$ cat src/rtl/mux_sel_sequencer_if.sv
// Channel-write port of mux_sel_sequencer: a valid/ready handshake carrying
// the channel index and the value to store in that channel.
interface mux_sel_sequencer_if #(
    parameter int DATA_W = 2
);
    logic              wr_en;
    logic [1:0]        wr_idx;
    logic [DATA_W-1:0] wr_data;
    logic              wr_ready;

    modport master (
        output wr_en,
        output wr_idx,
        output wr_data,
        input  wr_ready
    );

    modport slave (
        input  wr_en,
        input  wr_idx,
        input  wr_data,
        output wr_ready
    );
endinterface

$ cat src/rtl/mux_sel_sequencer.sv
// Channel register file and select generator feeding a 4:1 mux (manual or auto-scan select).
// Optional pause input is enabled by defining MUX_SEL_SEQ_PAUSE_EN.
module mux_sel_sequencer #(
    parameter int DWELL_W = 8,
    parameter int DATA_W  = 2
) (
    input  logic               clk,
    input  logic               rst,
    mux_sel_sequencer_if.slave wr,
    input  logic               mode,
    input  logic [1:0]         man_sel,
    input  logic [DWELL_W-1:0] dwell,
    input  logic               start,
    input  logic               stop,
`ifdef MUX_SEL_SEQ_PAUSE_EN
    input  logic               pause,
`endif
    output logic [DATA_W-1:0]  X0,
    output logic [DATA_W-1:0]  X1,
    output logic [DATA_W-1:0]  X2,
    output logic [DATA_W-1:0]  X3,
    output logic [1:0]         Y,
    output logic               busy,
    output logic               step
);

    typedef enum logic [0:0] {
        ST_IDLE = 1'b0,
        ST_SCAN = 1'b1
    } state_e;

    state_e             state_q, state_d;
    logic [1:0]         y_q, y_d;
    logic [DWELL_W-1:0] cnt_q, cnt_d;
    logic [DWELL_W-1:0] dwell_q, dwell_d;
    logic               step_q, step_d;
    logic               busy_q, busy_d;
    logic [DATA_W-1:0]  x_q [4];
    logic [DATA_W-1:0]  x_d [4];

    logic               pause_s;
    logic               wr_ready_s;
    logic               wr_accept_s;

`ifdef MUX_SEL_SEQ_PAUSE_EN
    assign pause_s = pause;
`else
    assign pause_s = 1'b0;
`endif

    // The channel on display is frozen for its whole dwell; everything else is writable.
    assign wr_ready_s  = !((state_q == ST_SCAN) && (wr.wr_idx == y_q));
    assign wr_accept_s = wr.wr_en && wr_ready_s;
    assign wr.wr_ready = wr_ready_s;

    // Next-state logic for the select FSM, dwell counter and step pulse.
    always_comb begin
        state_d = state_q;
        y_d     = y_q;
        cnt_d   = cnt_q;
        dwell_d = dwell_q;
        step_d  = 1'b0;
        case (state_q)
            ST_IDLE: begin
                if (start && mode && !stop) begin
                    state_d = ST_SCAN;
                    y_d     = 2'd0;
                    cnt_d   = {DWELL_W{1'b0}};
                    dwell_d = dwell;
                end else if (!mode) begin
                    y_d = man_sel;
                end else begin
                    y_d = y_q;
                end
            end
            ST_SCAN: begin
                if (stop || !mode) begin
                    state_d = ST_IDLE;
                    cnt_d   = {DWELL_W{1'b0}};
                end else if (pause_s) begin
                    cnt_d = cnt_q;
                end else if (cnt_q == dwell_q) begin
                    // dwell is re-sampled at each advance so a new value takes effect per channel
                    y_d     = y_q + 2'd1;
                    cnt_d   = {DWELL_W{1'b0}};
                    step_d  = 1'b1;
                    dwell_d = dwell;
                end else begin
                    cnt_d = cnt_q + {{(DWELL_W-1){1'b0}}, 1'b1};
                end
            end
            default: begin
                state_d = ST_IDLE;
                cnt_d   = {DWELL_W{1'b0}};
            end
        endcase
        busy_d = (state_d == ST_SCAN);
    end

    // Next-state logic for the channel registers.
    always_comb begin
        x_d = x_q;
        if (wr_accept_s) begin
            x_d[wr.wr_idx] = wr.wr_data;
        end else begin
            x_d = x_q;
        end
    end

    // State and output registers.
    always_ff @(posedge clk or posedge rst) begin
        if (rst) begin
            state_q <= ST_IDLE;
            y_q     <= 2'd0;
            cnt_q   <= {DWELL_W{1'b0}};
            dwell_q <= {DWELL_W{1'b0}};
            step_q  <= 1'b0;
            busy_q  <= 1'b0;
            for (int i = 0; i < 4; i++) begin
                x_q[i] <= {DATA_W{1'b0}};
            end
        end else begin
            state_q <= state_d;
            y_q     <= y_d;
            cnt_q   <= cnt_d;
            dwell_q <= dwell_d;
            step_q  <= step_d;
            busy_q  <= busy_d;
            for (int i = 0; i < 4; i++) begin
                x_q[i] <= x_d[i];
            end
        end
    end

    assign X0   = x_q[0];
    assign X1   = x_q[1];
    assign X2   = x_q[2];
    assign X3   = x_q[3];
    assign Y    = y_q;
    assign busy = busy_q;
    assign step = step_q;

endmodule

$ cat src/flat_wrapper.sv
// flat-port wrapper written by rule: the top's interface ports become plain ports
module mux_sel_sequencer_flat 
#(
    parameter int DWELL_W = 8,
    parameter int DATA_W  = 2
)
  (clk, rst, mode, man_sel, dwell, start, stop, X0, X1, X2, X3, Y, busy, step, wr_wr_en, wr_wr_idx, wr_wr_data, wr_wr_ready);
  mux_sel_sequencer_if #(.DATA_W(DATA_W)) wr_i ();
  input  logic clk;
  input  logic rst;
  input  logic mode;
  input  logic [1:0] man_sel;
  input  logic [DWELL_W-1:0] dwell;
  input  logic start;
  input  logic stop;
  output logic [DATA_W-1:0] X0;
  output logic [DATA_W-1:0] X1;
  output logic [DATA_W-1:0] X2;
  output logic [DATA_W-1:0] X3;
  output logic [1:0] Y;
  output logic busy;
  output logic step;
  input wire logic [$bits(wr_i.wr_en)-1:0] wr_wr_en;
  input wire logic [$bits(wr_i.wr_idx)-1:0] wr_wr_idx;
  input wire logic [$bits(wr_i.wr_data)-1:0] wr_wr_data;
  output wire logic [$bits(wr_i.wr_ready)-1:0] wr_wr_ready;
  assign wr_i.wr_en = wr_wr_en;
  assign wr_i.wr_idx = wr_wr_idx;
  assign wr_i.wr_data = wr_wr_data;
  assign wr_wr_ready = wr_i.wr_ready;
  mux_sel_sequencer #(.DWELL_W(DWELL_W), .DATA_W(DATA_W)) u_core (.clk(clk), .rst(rst), .wr(wr_i), .mode(mode), .man_sel(man_sel), .dwell(dwell), .start(start), .stop(stop), .X0(X0), .X1(X1), .X2(X2), .X3(X3), .Y(Y), .busy(busy), .step(step));
endmodule
$ cat config.mk
export PLATFORM = sky130hd
export DESIGN_NAME = mux_sel_sequencer_flat
export DESIGN_NICKNAME = d
export VERILOG_FILES = /design/src/rtl/mux_sel_sequencer_if.sv /design/src/rtl/mux_sel_sequencer.sv /design/src/flat_wrapper.sv
export SDC_FILE = /design/constraint.sdc
export NUM_CORES = 1
export LEC_CHECK = 0
export CORE_ASPECT_RATIO = 0.5
export CORE_MARGIN = 2
export CORE_UTILIZATION = 33
export DETAILED_ROUTE_END_ITERATION = 6
export PLACE_DENSITY = 0.6
export SETUP_SLACK_MARGIN = 0.5
export SLEW_MARGIN = 15
export SYNTH_ARGS = -nofsm -noshare
export SYNTH_HDL_FRONTEND = slang
export SYNTH_SLANG_ARGS = --single-unit
$ cat constraint.sdc
create_clock -name clk -period 1.8 [get_ports clk]
set_clock_uncertainty 0.15 [all_clocks]
set_input_delay 0.27 -clock clk [delete_from_list [all_inputs] [get_ports clk]]
set_output_delay 0.27 -clock clk [all_outputs]
set_load 0.005 [all_outputs]
==> qor.csv, run 1 <==
metric,value,unit
status,"complete, no violations",
Placed Area,2310,µm²
GRT Overall Usage,16.9,%
CTS Sinks,28,
vias per std cell,5.27,
WHS,201,ps
CP Class,register to register,
area fraction of the dominant cell type after synthesis,42.2,%
placer's final routability congestion estimate,0.819,
port buffer count,32,
die span in y,54.1,µm
ys flop type,dfrtp_1,
Avg WL per Cell,15.0,µm
Synth async-reset ratio,100,%
LEAKAGE,1.27,nW
Num CTS Buffers,3,
cell area after layout,2870,µm²
clock latency on the worst-skew pair,280,ps
final setup fails,0,
Die Wd,104,µm
"most common cell after layout, fill and taps aside",buf_4,
"Area growth, synth to finish",72.9,%
"area leader, netlist",dfrtp_1,
final net count,294,
Fin. Hold Viols,0,
die area,5650,µm²
antenna-violating nets left,0,
CP arrival,1860,ps
part of the Yosys area used for sequential elements,42.2,%
initial DRC count,124,
HPWL after DPL,3200,µm
PD cells,693,nW/µm²
vias in the first global route,1575,
I/O pin count,33,
initial antenna violation count,0,
Max Cap Violations,0,
Hold Crit Class,input port to async pin,
GRT overflow,0,
syn nets,200,
Routed Wire Length,5150,µm
Critical Path RT,1870,ps
maximum vdd ir drop,0.311,mV
"FF+latch count, synth",28,
maximum clock frequency,558,MHz
Post-synth EDFFs,0,
RSZ-0062 raised after global routing,yes,
r2r worst-path depth,5,
Synth area leaders,"dfrtp_1 (42%), xnor2_1 (5.8%), mux2_2 (5.4%)",
CORE AREA,4890,µm²
Post-Syn Area,1660,µm²
TritonCTS clock tree,yes,
antenna cell count,0,
H-tree depth,1,
largest net degree at the start of global routing,29,
syn avg cell area,9.27,µm²
Clock Pin Slew Worst Setup and Hold Paths,90,ps
Yosys warnings,0,
Pre-antenna DRT Iters,4,
global-route wire length before repair,7610,µm
Gate Count Post-Synth,179,
layout cell share with drive strength beyond 1,49.3,%
Slew @ Worst Pin,398,ps
slew margin rel.,73.4,%
fin crit share,99.5,%
post-layout minimum cycle time,1790,ps
Final Util,58.7,%
CTS root buf,clkbuf_8,
DRC violations left,0,
hold_buf cts,0,
most frequent cells in the layout,"buf_4 (51), dfrtp_1 (24), clkdlybuf4s50_1 (16)",
Max Slew Vio Count,0,
CP Capture Type,register,
starting density of the core,33.9,%
row cnt,18,
Netlist cell types,42,
"critical path fanouts, max",4,
Via Count,1801,
nature of the critical path startpoint,register,
Max clock buf depth,2,
-- state kept, by name, summed over array words and instances, names as in the netlist, 2 cells and up --
register,cells
u_core.cnt_q,8
u_core.dwell_q,8
u_core.X0,2
u_core.X1,2
u_core.X2,2
u_core.X3,2
u_core.Y,2
-- critical path: stages, from the launching register on --
cell	delay (ps)
dfrtp_1	430
xnor2_2	240
nand4_4	150
buf_4	190
or4_1	460
nand3_1	90
-- path summary, 6_finish.rpt --
| path | from | to | slack [ps] |
|---|---|---|---|
| worst max-delay path | u_core.cnt_q[7]$_DFFE_PP0P_ | u_core.dwell_q[5]$_DFFE_PP0P_ | 9 |
| max in group asynchronous | rst | u_core.state_q$_DFF_PP0_ | 1010 |
| worst min register to register | u_core.X3[0]$_DFFE_PP0P_ | u_core.X3[0]$_DFFE_PP0P_ | 370 |
| min in group clk | u_core.X3[0]$_DFFE_PP0P_ | u_core.X3[0]$_DFFE_PP0P_ | 370 |
| worst min-delay path | rst | u_core.step$_DFF_PP0_ | 200 |
| worst max register to register | u_core.cnt_q[7]$_DFFE_PP0P_ | u_core.dwell_q[5]$_DFFE_PP0P_ | 9 |
-- timing repair --
item / CTS / global route
pin swaps: 9 / 19
gates cloned: 0 / 3
resized for setup: 62 / 57
setup buffers: 22 / 7
endpoints found under the setup margin: 41 / 39
-- per-stage QoR --
stage                     TNS (ps)  cells  power (mW)  setup WS, ps
after floorplan                  0    179        1.08           118
after global placement       -1230    306        1.34          -116
after detailed placement     -1610    306        1.36          -146
after CTS                        0    332        1.91          49.9
after global routing          -141    342        2.10         -28.9
final                            0    342        1.99          9.39
-- cell type report --
class | count | area, µm²
sequential | 28 | 706
inverter | 15 | 56.3
multi-input combinational | 128 | 1150
clock buffer | 4 | 55.1
timing repair buffer | 97 | 816
fill | 428 | 2020
tap | 70 | 87.6
-- metal layers --
| metal | vias to the layer above | share of wire [%] | GRT usage [%] |
|---|---|---|---|
| li1 | 861 | - | - |
| met1 | 895 | 47 | 22.6 |
| met2 | 43 | 49 | 30.5 |
| met3 | 2 | 3.3 | 2.91 |
| met4 | 0 | 0.45 | 2.03 |
| met5 | - | 0 | 0 |
-- synthesized netlist by cell type, types with 2 or more instances --
master	n
nand2b_1	3
nor3_1	4
xnor2_1	11
o22ai_1	2
nand2_1	15
nand3_1	12
nor2_1	2
buf_1	2
a21oi_1	10
o21ai_0	6
dfrtp_1	28
buf_2	4
nor4_1	9
clkbuf_1	2
inv_1	15
nand4_1	3
o2111ai_1	2
o211ai_1	10
mux2_2	8
or4_1	9
-- kinds of logic (layout without fill, tap and decap cells) --
logic type	count (synthesis)	count (layout)	share of synthesized area (%)
mux	9	9	6.03
buf+inv	24	116	6.18
xor+xnor	11	11	5.81
simple gates	66	66	22.6
compound gates	40	41	16.4
flops	28	28	42.2
fa+ha+maj	1	1	0.754
-- where the power goes --
part | internal (mW) | total, mW | leakage, nW | switching (mW)
clock | 0.196 | 0.391 | 0.0288 | 0.195
combinational | 0.455 | 0.791 | 0.899 | 0.336
sequential | 0.725 | 0.807 | 0.343 | 0.0814
Power figures use the tool's default switching activity.
==> inputs of run 2 (changes only) <==
CORE_UTILIZATION = 40   (was 33)
PLACE_DENSITY = 0.7   (was 0.6)
==> qor.csv, run 2 (same netlist as run 1, synthesis figures left out) <==
metric,value,unit
internal power,1.48,mW
cell area after layout,2850,µm²
Num CTS Buffers,3,
"worst slack, placed",-160,ps
port buffer count,32,
CP max-delay cell,or4_1,
die span in y,49.5,µm
vias in the first global route,1730,
Avg WL per Cell,19.3,µm
antenna cell count,0,
CP peak stage delay,490,ps
internal reg-to-reg setup slack,-30,ps
clock latency on the worst-skew pair,300,ps
HPWL after DPL,3100,µm
cell chain of the critical path,xnor2_2 -> nand4_2 -> buf_6 -> or4_1 -> nand3_1,
maximum clock frequency,548,MHz
Via Count,1949,
initial antenna violation count,0,
Max Cap Violations,0,
starting density of the core,42.1,%
layout cell share with drive strength beyond 1,46.3,%
r2r worst-path depth,5,
GRT Overall Usage,23.6,%
CP Class,register to register,
H-tree depth,1,
placer's final routability congestion estimate,0.771,
R2R Path End,u_core.dwell_q[1]$_DFFE_PP0P_,
row cnt,16,
Routed Wire Length,6280,µm
Net Sw Frac,31.3,%
CTS Sinks,28,
vias per std cell,5.98,
Die Wd,95.1,µm
final setup fails,6,
sequential group share of total power,37.8,%
WHS,138,ps
GRT overflow,0,
"most common cell after layout, fill and taps aside",buf_4,
initial DRC count,210,
TritonCTS clock tree,yes,
status,finished with violations,
die area,4710,µm²
slew margin rel.,74.0,%
Psw,0.674,mW
Hold Crit Class,input port to async pin,
Final WS setup,-25.9,ps
PD cells,755,nW/µm²
fin crit share,101,%
nature of the critical path startpoint,register,
failing checks,negative setup slack,
Pre-antenna DRT Iters,5,
Max Slew Vio Count,0,
maximum vdd ir drop,0.444,mV
Clock Pin Slew Worst Setup and Hold Paths,120,ps
CP Capture Type,register,
RSZ-0062 raised after global routing,yes,
CTS root buf,clkbuf_8,
post-layout minimum cycle time,1830,ps
"critical path fanouts, max",7,
Fin. Hold Viols,0,
Slew @ Worst Pin,391,ps
Critical R2R Launch,u_core.dwell_q[0]$_DFFE_PP0P_,
Largest regs,"u_core.cnt_q (8), u_core.dwell_q (8)",
combinational fraction of design power,37.5,%
"Area growth, synth to finish",71.8,%
Tot Pwr,2.15,mW
CORE AREA,3940,µm²
I/O pin count,33,
clock power share,24.7,%
final net count,294,
DRC violations left,0,
LEAKAGE,1.26,nW
antenna-violating nets left,0,
CP arrival,1920,ps
Max clock buf depth,2,
most frequent cells in the layout,"buf_4 (43), dfrtp_1 (25), buf_6 (23)",
global-route wire length before repair,8640,µm
Critical Path RT,1890,ps
largest net degree at the start of global routing,19,
Placed Area,2220,µm²
-- run 2: cell count changes in the layout (fill, tap and decap cells not counted), sizes merged --
cell / previous run / this run
buf: 70 / 76
bufinv: 0 / 1
clkbuf: 12 / 3
clkdlybuf4s15: 0 / 1
clkdlybuf4s50: 16 / 17
dlygate4sd2: 1 / 2
dlygate4sd3: 0 / 1
dlymetal6s2s: 2 / 0
-- run 2: layout make-up --
cell class	count	area [µm²]
Inverter	15	61.3
Multi-Input combinational cell	128	1100
Timing Repair Buffer	97	850
Sequential cell	28	704
Clock inverter	1	30.0
Clock buffer	3	41.3
Fill cell	252	1090
Tap cell	54	67.6
-- run 2: worst max path at each step --
stage                                             start  depth (start not counted)                            end
final                     u_core.dwell_q[0]$_DFFE_PP0P_                          5  u_core.dwell_q[1]$_DFFE_PP0P_
after global routing      u_core.dwell_q[0]$_DFFE_PP0P_                          5  u_core.dwell_q[1]$_DFFE_PP0P_
after CTS                   u_core.cnt_q[4]$_DFFE_PP0P_                          5  u_core.dwell_q[0]$_DFFE_PP0P_
after detailed placement                           stop                          5  u_core.dwell_q[4]$_DFFE_PP0P_
after global placement                             stop                          5  u_core.dwell_q[5]$_DFFE_PP0P_
after floorplan             u_core.cnt_q[4]$_DFFE_PP0P_                          5  u_core.dwell_q[1]$_DFFE_PP0P_
-- run 2: timing repair --
action                                 CTS  global route
cloned                                   1             1
hold buffers                             1             0
endpoints found under the hold margin    2             0
setup endpoints to repair               41            32
resized for setup                       90            35
buffers inserted                        31             7
pin swaps                               19            14
-- run 2: routing by layer --
layer | wire length (µm) | global-route usage (%) | share of wire [%]
met5 | 0 | 0 | 0
met3 | 439 | 5.05 | 7.0
met4 | 180 | 3.38 | 2.9
met2 | 3030 | 41.3 | 48
met1 | 2630 | 30.6 | 42
-- run 2: power groups by stage --
stage | Sequential [mW] | Clock (mW) | Combinational [mW]
after floorplan | 0.814 | 0 | 0.267
after global placement | 0.829 | 0 | 0.472
after detailed placement | 0.835 | 0 | 0.488
after CTS | 0.802 | 0.517 | 0.672
after global routing | 0.820 | 0.546 | 0.861
final | 0.814 | 0.532 | 0.807
-- run 2: critical path, delay by kind of cell (launching register included) --
kind | cells | cell delay [ps]
xor gates and xnor gates | 1 | 210
DFF | 1 | 450
buffers and inverters | 1 | 190
and+or+nand+nor | 3 | 790
-- run 2: through the flow --
stage                     cells  setup TNS [ps]  util [%]
final                       326           -69.7      72.3
after global routing        326            -454      72.3
after CTS                   318               0      67.3
after detailed placement    281           -1540      56.3
after global placement      281            -987      56.3
after floorplan             179               0         -
==> inputs of run 3 (changes only) <==
CTS_BUF_LIST = sky130_fd_sc_hd__clkbuf_8   (was not set)
==> results of run 3 <==
Same layout as run 2: the final DEF is identical, and so are final timing and power.
